## config.mk

```make
export PLATFORM = sky130hd
export DESIGN_NAME = seq_multiplier
export DESIGN_NICKNAME = d
export VERILOG_FILES = /design/src/rtl/mult_pkg.sv /design/src/rtl/seq_mult_ctrl.sv /design/src/rtl/seq_multiplier.sv
export SDC_FILE = /design/constraint.sdc
export NUM_CORES = 1
export LEC_CHECK = 0
export ABC_AREA = 1
export BUFFER_PORTS_ARGS = -buffer_cell sky130_fd_sc_hd__buf_4
export CAP_MARGIN = 10
export CORE_ASPECT_RATIO = 0.7
export CORE_MARGIN = 4
export CORE_UTILIZATION = 55
export CTS_CLUSTER_SIZE = 40
export DETAILED_ROUTE_END_ITERATION = 16
export GPL_ROUTABILITY_DRIVEN = 0
export PLACE_DENSITY = 0.85
export SYNTH_ARGS = -nofsm -noshare
export SYNTH_HDL_FRONTEND = slang
export SYNTH_SLANG_ARGS = --single-unit
```

## constraint.sdc

```tcl
create_clock -name clk -period 3.4 [get_ports clk]
set_input_delay 0.68 -clock clk [delete_from_list [all_inputs] [get_ports clk]]
set_output_delay 0.68 -clock clk [all_outputs]
set_load 0.02 [all_outputs]
```

## src/rtl/mult_pkg.sv

```systemverilog
// -----------------------------------------------------------------------------
// mult_pkg
// Shared definitions for the sequential shift-and-add multiplier.
//   mult_state_e  : controller state encoding (IDLE, BUSY, DONE)
//   DEFAULT_WIDTH : default operand width
//   cnt_width()   : bits needed for a counter that reaches WIDTH
//   CNT_W         : counter width for the default operand width
// -----------------------------------------------------------------------------
package mult_pkg;

  localparam int DEFAULT_WIDTH = 32;

  function automatic int cnt_width(input int width);
    return $clog2(width + 1);
  endfunction

  localparam int CNT_W = cnt_width(DEFAULT_WIDTH);

  typedef enum logic [1:0] {
    IDLE = 2'd0,
    BUSY = 2'd1,
    DONE = 2'd2
  } mult_state_e;

endpackage

```

## src/rtl/seq_mult_ctrl.sv

```systemverilog
// -----------------------------------------------------------------------------
// seq_mult_ctrl
// Control FSM for the sequential multiplier. Counts WIDTH BUSY cycles and
// issues one-cycle strobes that steer the datapath in the parent.
// Ports:
//   clk, rst_n : clock, asynchronous active-low reset
//   start      : operation request, honoured only in IDLE
//   load_o     : capture operands this edge (IDLE and start)
//   step_o     : perform one shift-and-add iteration this edge (BUSY)
//   finish_o   : publish the product this edge (DONE)
//   state_o    : current FSM state, exported for observation
// -----------------------------------------------------------------------------
module seq_mult_ctrl
  import mult_pkg::*;
#(
  parameter int WIDTH = DEFAULT_WIDTH
) (
  input  logic        clk,
  input  logic        rst_n,
  input  logic        start,
  output logic        load_o,
  output logic        step_o,
  output logic        finish_o,
  output mult_state_e state_o
);

  localparam int CW = cnt_width(WIDTH);
  localparam logic [CW-1:0] LAST_STEP = CW'(WIDTH - 1);

  mult_state_e   state_q, state_d;
  logic [CW-1:0] cnt_q, cnt_d;

  always_ff @(posedge clk or negedge rst_n) begin
    if (!rst_n) begin
      state_q <= IDLE;
      cnt_q   <= '0;
    end else begin
      state_q <= state_d;
      cnt_q   <= cnt_d;
    end
  end

  always_comb begin
    state_d  = state_q;
    cnt_d    = cnt_q;
    load_o   = 1'b0;
    step_o   = 1'b0;
    finish_o = 1'b0;
    case (state_q)
      IDLE: begin
        if (start) begin
          load_o  = 1'b1;
          cnt_d   = '0;
          state_d = BUSY;
        end
      end
      BUSY: begin
        step_o = 1'b1;
        cnt_d  = cnt_q + CW'(1);
        // cnt_q holds the number of steps already taken, so this edge is
        // the WIDTH-th step when it equals WIDTH-1.
        if (cnt_q == LAST_STEP) begin
          state_d = DONE;
        end
      end
      DONE: begin
        finish_o = 1'b1;
        state_d  = IDLE;
      end
      default: begin
        state_d = IDLE;
      end
    endcase
  end

  assign state_o = state_q;

endmodule

```

## src/rtl/seq_multiplier.sv

```systemverilog
// -----------------------------------------------------------------------------
// seq_multiplier
// Sequential shift-and-add multiplier, one multiplier bit per clock.
// Fixed latency: start edge is cycle 0, done is high during cycle WIDTH+1.
//
// Handshake: start is sampled on a rising clk edge only while the unit is
// IDLE; requests made while BUSY or DONE are dropped (no queuing). done is a
// one-cycle pulse that coincides with result taking the new product; result
// then holds until the next accepted operation completes.
//
// Ports:
//   clk, rst_n : clock, asynchronous active-low reset
//   a, b       : WIDTH-bit multiplicand / multiplier, sampled on start edge
//   start      : operation request
//   result     : 2*WIDTH-bit product
//   done       : product-valid pulse
//
// Build option: define MULT_SIGNED_EN for two's complement operands
// (magnitudes are multiplied and the product is negated when signs differ).
// Without it, operands are unsigned and no sign logic exists.
// -----------------------------------------------------------------------------
module seq_multiplier
  import mult_pkg::*;
#(
  parameter int WIDTH = DEFAULT_WIDTH
) (
  input  logic               clk,
  input  logic               rst_n,
  input  logic [WIDTH-1:0]   a,
  input  logic [WIDTH-1:0]   b,
  input  logic               start,
  output logic [2*WIDTH-1:0] result,
  output logic               done
);

  localparam int PW = 2 * WIDTH;

  logic load, step, finish;
  // Controller state tap for observation; the datapath is driven by strobes.
  mult_state_e ctrl_state_unused;

  seq_mult_ctrl #(.WIDTH(WIDTH)) u_ctrl (
    .clk      (clk),
    .rst_n    (rst_n),
    .start    (start),
    .load_o   (load),
    .step_o   (step),
    .finish_o (finish),
    .state_o  (ctrl_state_unused)
  );

  logic [PW-1:0]    mcand_q, mcand_d;
  logic [WIDTH-1:0] mplier_q, mplier_d;
  logic [PW-1:0]    acc_q, acc_d;
  logic [PW-1:0]    result_q, result_d;
  logic             done_q, done_d;

  // Operand magnitudes entering the datapath and the product as published.
  logic [WIDTH-1:0] a_mag, b_mag;
  logic [PW-1:0]    acc_final;

`ifdef MULT_SIGNED_EN
  logic sign_q, sign_d;

  // The most-negative operand negates to itself, whose unsigned reading
  // 2^(WIDTH-1) is exactly its magnitude, so no extra bit is needed.
  always_comb begin
    a_mag     = a[WIDTH-1] ? (~a + WIDTH'(1)) : a;
    b_mag     = b[WIDTH-1] ? (~b + WIDTH'(1)) : b;
    sign_d    = load ? (a[WIDTH-1] ^ b[WIDTH-1]) : sign_q;
    acc_final = sign_q ? (~acc_q + PW'(1)) : acc_q;
  end

  always_ff @(posedge clk or negedge rst_n) begin
    if (!rst_n) begin
      sign_q <= 1'b0;
    end else begin
      sign_q <= sign_d;
    end
  end
`else
  assign a_mag     = a;
  assign b_mag     = b;
  assign acc_final = acc_q;
`endif

  always_comb begin
    mcand_d  = mcand_q;
    mplier_d = mplier_q;
    acc_d    = acc_q;
    result_d = result_q;
    done_d   = finish;
    if (load) begin
      mcand_d  = {{WIDTH{1'b0}}, a_mag};
      mplier_d = b_mag;
      acc_d    = '0;
    end else if (step) begin
      // Both operands are below 2^WIDTH, so the running sum fits in PW bits.
      if (mplier_q[0]) begin
        acc_d = acc_q + mcand_q;
      end
      mcand_d  = mcand_q << 1;
      mplier_d = mplier_q >> 1;
    end
    if (finish) begin
      result_d = acc_final;
    end
  end

  always_ff @(posedge clk or negedge rst_n) begin
    if (!rst_n) begin
      mcand_q  <= '0;
      mplier_q <= '0;
      acc_q    <= '0;
      result_q <= '0;
      done_q   <= 1'b0;
    end else begin
      mcand_q  <= mcand_d;
      mplier_q <= mplier_d;
      acc_q    <= acc_d;
      result_q <= result_d;
      done_q   <= done_d;
    end
  end

  assign result = result_q;
  assign done   = done_q;

endmodule

```

Word level (Yosys, flattened, before mapping):

Index checks and enable logic that the tools add are counted.

* bits in registers: 233
* logic and storage cells: 37

* add/subtract/negate cells: 2
* equality and inequality tests: 5
* multiplexer cells: 16
* reduce and logical (&&, ||, !) cells: 7

Operators with widths (count)
* two-way mux 64 bit: 5
* adder 64 bit: 1
* two-way mux 32 bit: 2
* case mux 6 bit (2 select lines): 1
* adder 6 x 1 -> 6 bit (second input constant): 1
* equality test 6 x 5 -> 1 bit (second input constant): 1
* two-way mux 6 bit: 1
* AND reduction 2 bit: 3
* nonzero test 2 bit: 3
* two-way mux 1 bit: 4
* two-way mux 2 bit: 2
* case mux 2 bit (2 select lines): 1
* equality test 2 x 1 -> 1 bit (second input constant): 1
* equality test 2 bit (second input constant): 1
* zero test 2 bit: 1
* != test 2 x 1 -> 1 bit (second input constant): 1
* != test 2 bit (second input constant): 1

Depth between registers and ports, before layout:

* word-level depth: 4
* depth in mapped cells: 16
* depth with buffers taken out: 16

Cells and area by module:

From an unflattened synthesis, not the netlist that was laid out.

* cell total of the unflattened synthesis: 2137
* area total of the unflattened synthesis: 14923.1 um^2

Modules (own cells, without submodules)
* seq_multiplier: times used 1, cells an instance 2082, area an instance 14510.2 um^2, sequential area each 5630.4 um^2
* seq_mult_ctrl: times used 1, cells an instance 55, area an instance 412.9 um^2, sequential area each 200.2 um^2

Worst setup path before layout:

Ideal clock, no wire load.

* path kind: reg-to-reg
* start point: register mcand_q[0]
* end point: register acc_q[28] (netlist: acc_final[28])
* arrival: 1.842 ns
* data required time: 3.273 ns
* path slack: 1.431 ns
* cell stages (with the launch flop): 12
* buffers on the path: 0
* path through: dfrtp_1 > ha_1 > fa_1 > nand3_1 > nand3_1 > nand3_1 > nand3_2 > nand2_1 > nand2_1 > or2_1 > nand3_1 > o21ai_1

* word-level cells in the longest chain between the ends: 4

Ends and longest elaborated chain
* start: declaration: RTL line seq_multiplier.sv:52 `logic [PW-1:0] mcand_q, mcand_d;`
* start signal: assignment: RTL line seq_multiplier.sv:118 `mcand_q <= mcand_d;`
* adder 64 bit: RTL line seq_multiplier.sv:100 `acc_d = acc_q + mcand_q;`
* two-way mux 64 bit: RTL line seq_multiplier.sv:99 `if (mplier_q[0]) begin`
* two-way mux 64 bit: RTL line seq_multiplier.sv:97 `end else if (step) begin`
* two-way mux 64 bit: RTL line seq_multiplier.sv:93 `if (load) begin`
* end signal: assignment: RTL line seq_multiplier.sv:114 `acc_q <= '0;`
* end signal: assignment: RTL line seq_multiplier.sv:120 `acc_q <= acc_d;`
* end: declaration: RTL line seq_multiplier.sv:54 `logic [PW-1:0] acc_q, acc_d;`

Every way passes these cells. The select of a mux whose other input is x is not followed.
A chain may end at the register's enable or synchronous reset.

Final worst setup path:

* start point: register mcand_q[0]
* end point: register acc_q[48] (netlist: acc_final[48])

Same word-level chain as after synthesis.

==> impl_metrics.yaml <==
run_status:
  outcome: "finished, final reports clean"
synthesis:
  synth_area_per_cell_um2: 6.65
  synthCells: 2225
  yosysUniqueCellTypes: 41
  synth_edf_count: 0
  synthFlopType: "dfrtp_1"
  syn_nets: 2357
  ys_seq_area_share_pct: 39.4
  synth_warnings: 0
  ys_ff_latch: 233
  syn_area_um2: 14800
  synth-async-reset-ratio_pct: 100
route:
  route.detailed.drc: 0
  wirelength_mm: 43.7
  viasPerCell: 5.42
  ant_nets: 0
  wl_per_cell_um: 16.1
  firstDrtPassIters: 7
  first_iter_violations: 2075
  vias: 14700
timing:
  skew_ns: 0.0137
  max_freq_mhz: 385
  hold_viol: 0
  drv_slew: 0
  finalCritPeriodShare_pct: 76.5
  tightest_slew_ns: 0.849
  rsz0062_at_grt: "no"
  fin_setup_tns_ns: 0
  slew_headroom_pct: 43.4
  period_minus_slack_ns: 2.60
  setup_violations: 0
pwr:
  combPwrFrac_pct: 57.8
  seq_power_share_pct: 27.6
  clock_power_share_pct: 14.6
  max-vdd-ir-drop_mv: 0.452
  p_per_area_nw_per_um2: 1040
  netSwitchingPower_w: 0.00883
  swShare_pct: 50.0
  p_int_w: 0.00883
  leakagePower_nw: 9.58
clock_tree:
  post_cts_buffers: 0
  worstSkewPairLatency_ns: 0.54
  clock-sinks: 233
  cts_resized: 0
  htree_num_levels: 1
  cts_tree: "built"
  cts_max_path_buffers: 3
  root_buffer: "clkbuf_16"
  clk_pin_slew_ns: 0.06
  cts_buffers: 23
  holdBufCountCts: 0
final_layout:
  syn_to_final_growth_pct: 14.4
  antennaDiodeCount: 0
  nNetsFinal: 2476
  drive_gt1_share_pct: 10.2
  fin_area_um2: 16900
grt:
  grtUsageTotal_pct: 28.9
  overflow: 0
  antenna_found_initial: 0
  grt_pass1_wl_mm: 70.4
  grt_max_degree: 71
  grt_pass1_vias: 13600
run:
  maxCapViolations: 0
worst_setup_path:
  worst-path-buf-inv: 0
  cp_top_family: "simple AND/OR/NAND/NOR gates"
  slowest_stage: "fa_1"
  crit_path_end_kind: "flip-flop"
  critPathMaxStageDelay_ns: 0.41
  critPathLaunchType: "flip-flop"
  path_class: "reg2reg"
  cp.required_ns: 3.81
  arrival_ns: 3.01
  worstPathCellList: "ha_1 -> fa_1 -> nand3_1 -> nand3_1 -> nand2_1 -> nand2_1 -> nand2_1 -> nand2_1 -> nand3_1 -> nand4_1 -> nand3_1 -> nand2_1"
  path_common_cell: "nand2_1"
  crit_fanout: 4
min_path:
  hp-class: "in2async"
die:
  ios: 132
  start_util_pct: 56.8
  dieArea_um2: 29600
  fp.dieW_um: 204
  core_um2: 26100
  die_h_um: 145
  std_cell_rows: 49
place:
  detailed_place.area_um2: 16200
  io_buffer_count: 131
  hpwl_mm: 32.4
layer usage:
layer,track usage (%),wire length (um),vias to the layer above
li1,-,-,7034
met5,0,0,-
met3,7.12,5910,108
met1,45.2,19400,6692
met2,40.9,17300,898
met4,5.59,1050,0
synth_stat cells, types with 3 or more instances:
cell type  instances  area [um^2]
a21oi_1           59          295
buf_1              5         18.8
buf_2             16         80.1
clkbuf_1          30          113
dfrtp_1          233         5830
ha_1              64          801
inv_1            430         1610
inv_2             11         41.3
nand2_1          916         3440
nand2_2           17          106
nand3_1          103          515
nand3_2            7         70.1
nand4_1            7         43.8
nor2_1           106          398
nor2_2            13         81.3
nor3_1            10         50.1
nor3_2             4         40.0
o21ai_0           79          395
o21ai_1           10         50.1
o221ai_1          30          263
o22ai_1           42          263
or2_1              3         18.8
xnor2_1            3         26.3
logic make-up (layout without fill, tap and decap cells):
| kind of cell | Yosys count | after routing | share of synthesized area (%) |
|---|---|---|---|
| buf+inv | 495 | 630 | 12.7 |
| compound gates | 235 | 235 | 9.36 |
| fa+ha+maj | 65 | 65 | 5.55 |
| simple gates | 1193 | 1193 | 32.7 |
| xor+xnor | 4 | 4 | 0.237 |
| flops | 233 | 233 | 39.4 |
power groups by stage:
stage / Sequential [W] / Combinational [W] / Clock [W]
floorplan: 0.00507 / 0.00647 / 0
global placement: 0.00484 / 0.00951 / 0
detailed placement: 0.00488 / 0.00981 / 0
CTS: 0.00486 / 0.00989 / 0.00263
global route: 0.00501 / 0.0112 / 0.00275
finish: 0.00488 / 0.0102 / 0.00259
cell type report:
class	instances	area [um^2]
clock buffer	36	704
clock inverter	5	56.3
fill	2304	9130
inverter	443	1660
multi-input combinational	1497	7090
sequential	233	5830
tap	357	447
timing repair buffer	146	1140
cells in the final DEF, fill, tap and decap left out, drive strengths merged:
cell	synthesis	layout
o32ai	2	2
o211ai	2	2
o21ai	89	89
o22ai	42	42
nand2	933	933
a21oi	59	59
nand3	110	110
clkinvlp	0	1
ha	64	64
bufinv	0	1
nand4	7	7
nor3	14	14
clkinv	2	4
fa	1	1
a22o	1	1
o21bai	2	2
dfrtp	233	233
and2	1	1
a32o	1	1
inv	441	442
buf	22	146
o31ai	1	1
nor4	2	2
xor2	1	1
a22oi	2	2
nor2	122	122
o21a	2	2
xnor2	3	3
or2	4	4
clkbuf	30	36
o221ai	30	30
a21boi	2	2
path summary, 6_finish.rpt:
path	from	endpoint	slack, ns	depth (start not counted)
min in group clk	b[0]	mplier_q[0]	0.36	3
worst min-delay path	rst_n	result[16]	0.14	1
worst min register to register	result[38]	result[38]	0.47	2
worst max register to register	mcand_q[0]	acc_final[48]	0.80	12
max in group asynchronous	rst_n	mplier_q[16]	2.37	2
worst max-delay path	mcand_q[0]	acc_final[48]	0.80	12
sequential cells by signal (all words and copies together), names as in the netlist:
name            flops
done                1
acc_final          64
u_ctrl.cnt_q        6
u_ctrl.state_o      2
result             64
mplier_q           32
mcand_q            64
per-stage QoR:
step | instances | setup WS (ns) | hold slack, ns | total power [W] | utilization (%)
global route | 2717 | 0.786 | 0.170 | 0.0190 | 65.0
floorplan | 2225 | 1.43 | 0.384 | 0.0115 | -
finish | 2717 | 0.800 | 0.141 | 0.0177 | 65.0
global placement | 2676 | 1.08 | 0.455 | 0.0143 | 62.0
detailed placement | 2676 | 0.980 | 0.459 | 0.0147 | 62.0
CTS | 2717 | 0.968 | 0.143 | 0.0174 | 65.0
No activity file was read; power rests on OpenSTA's default activity.
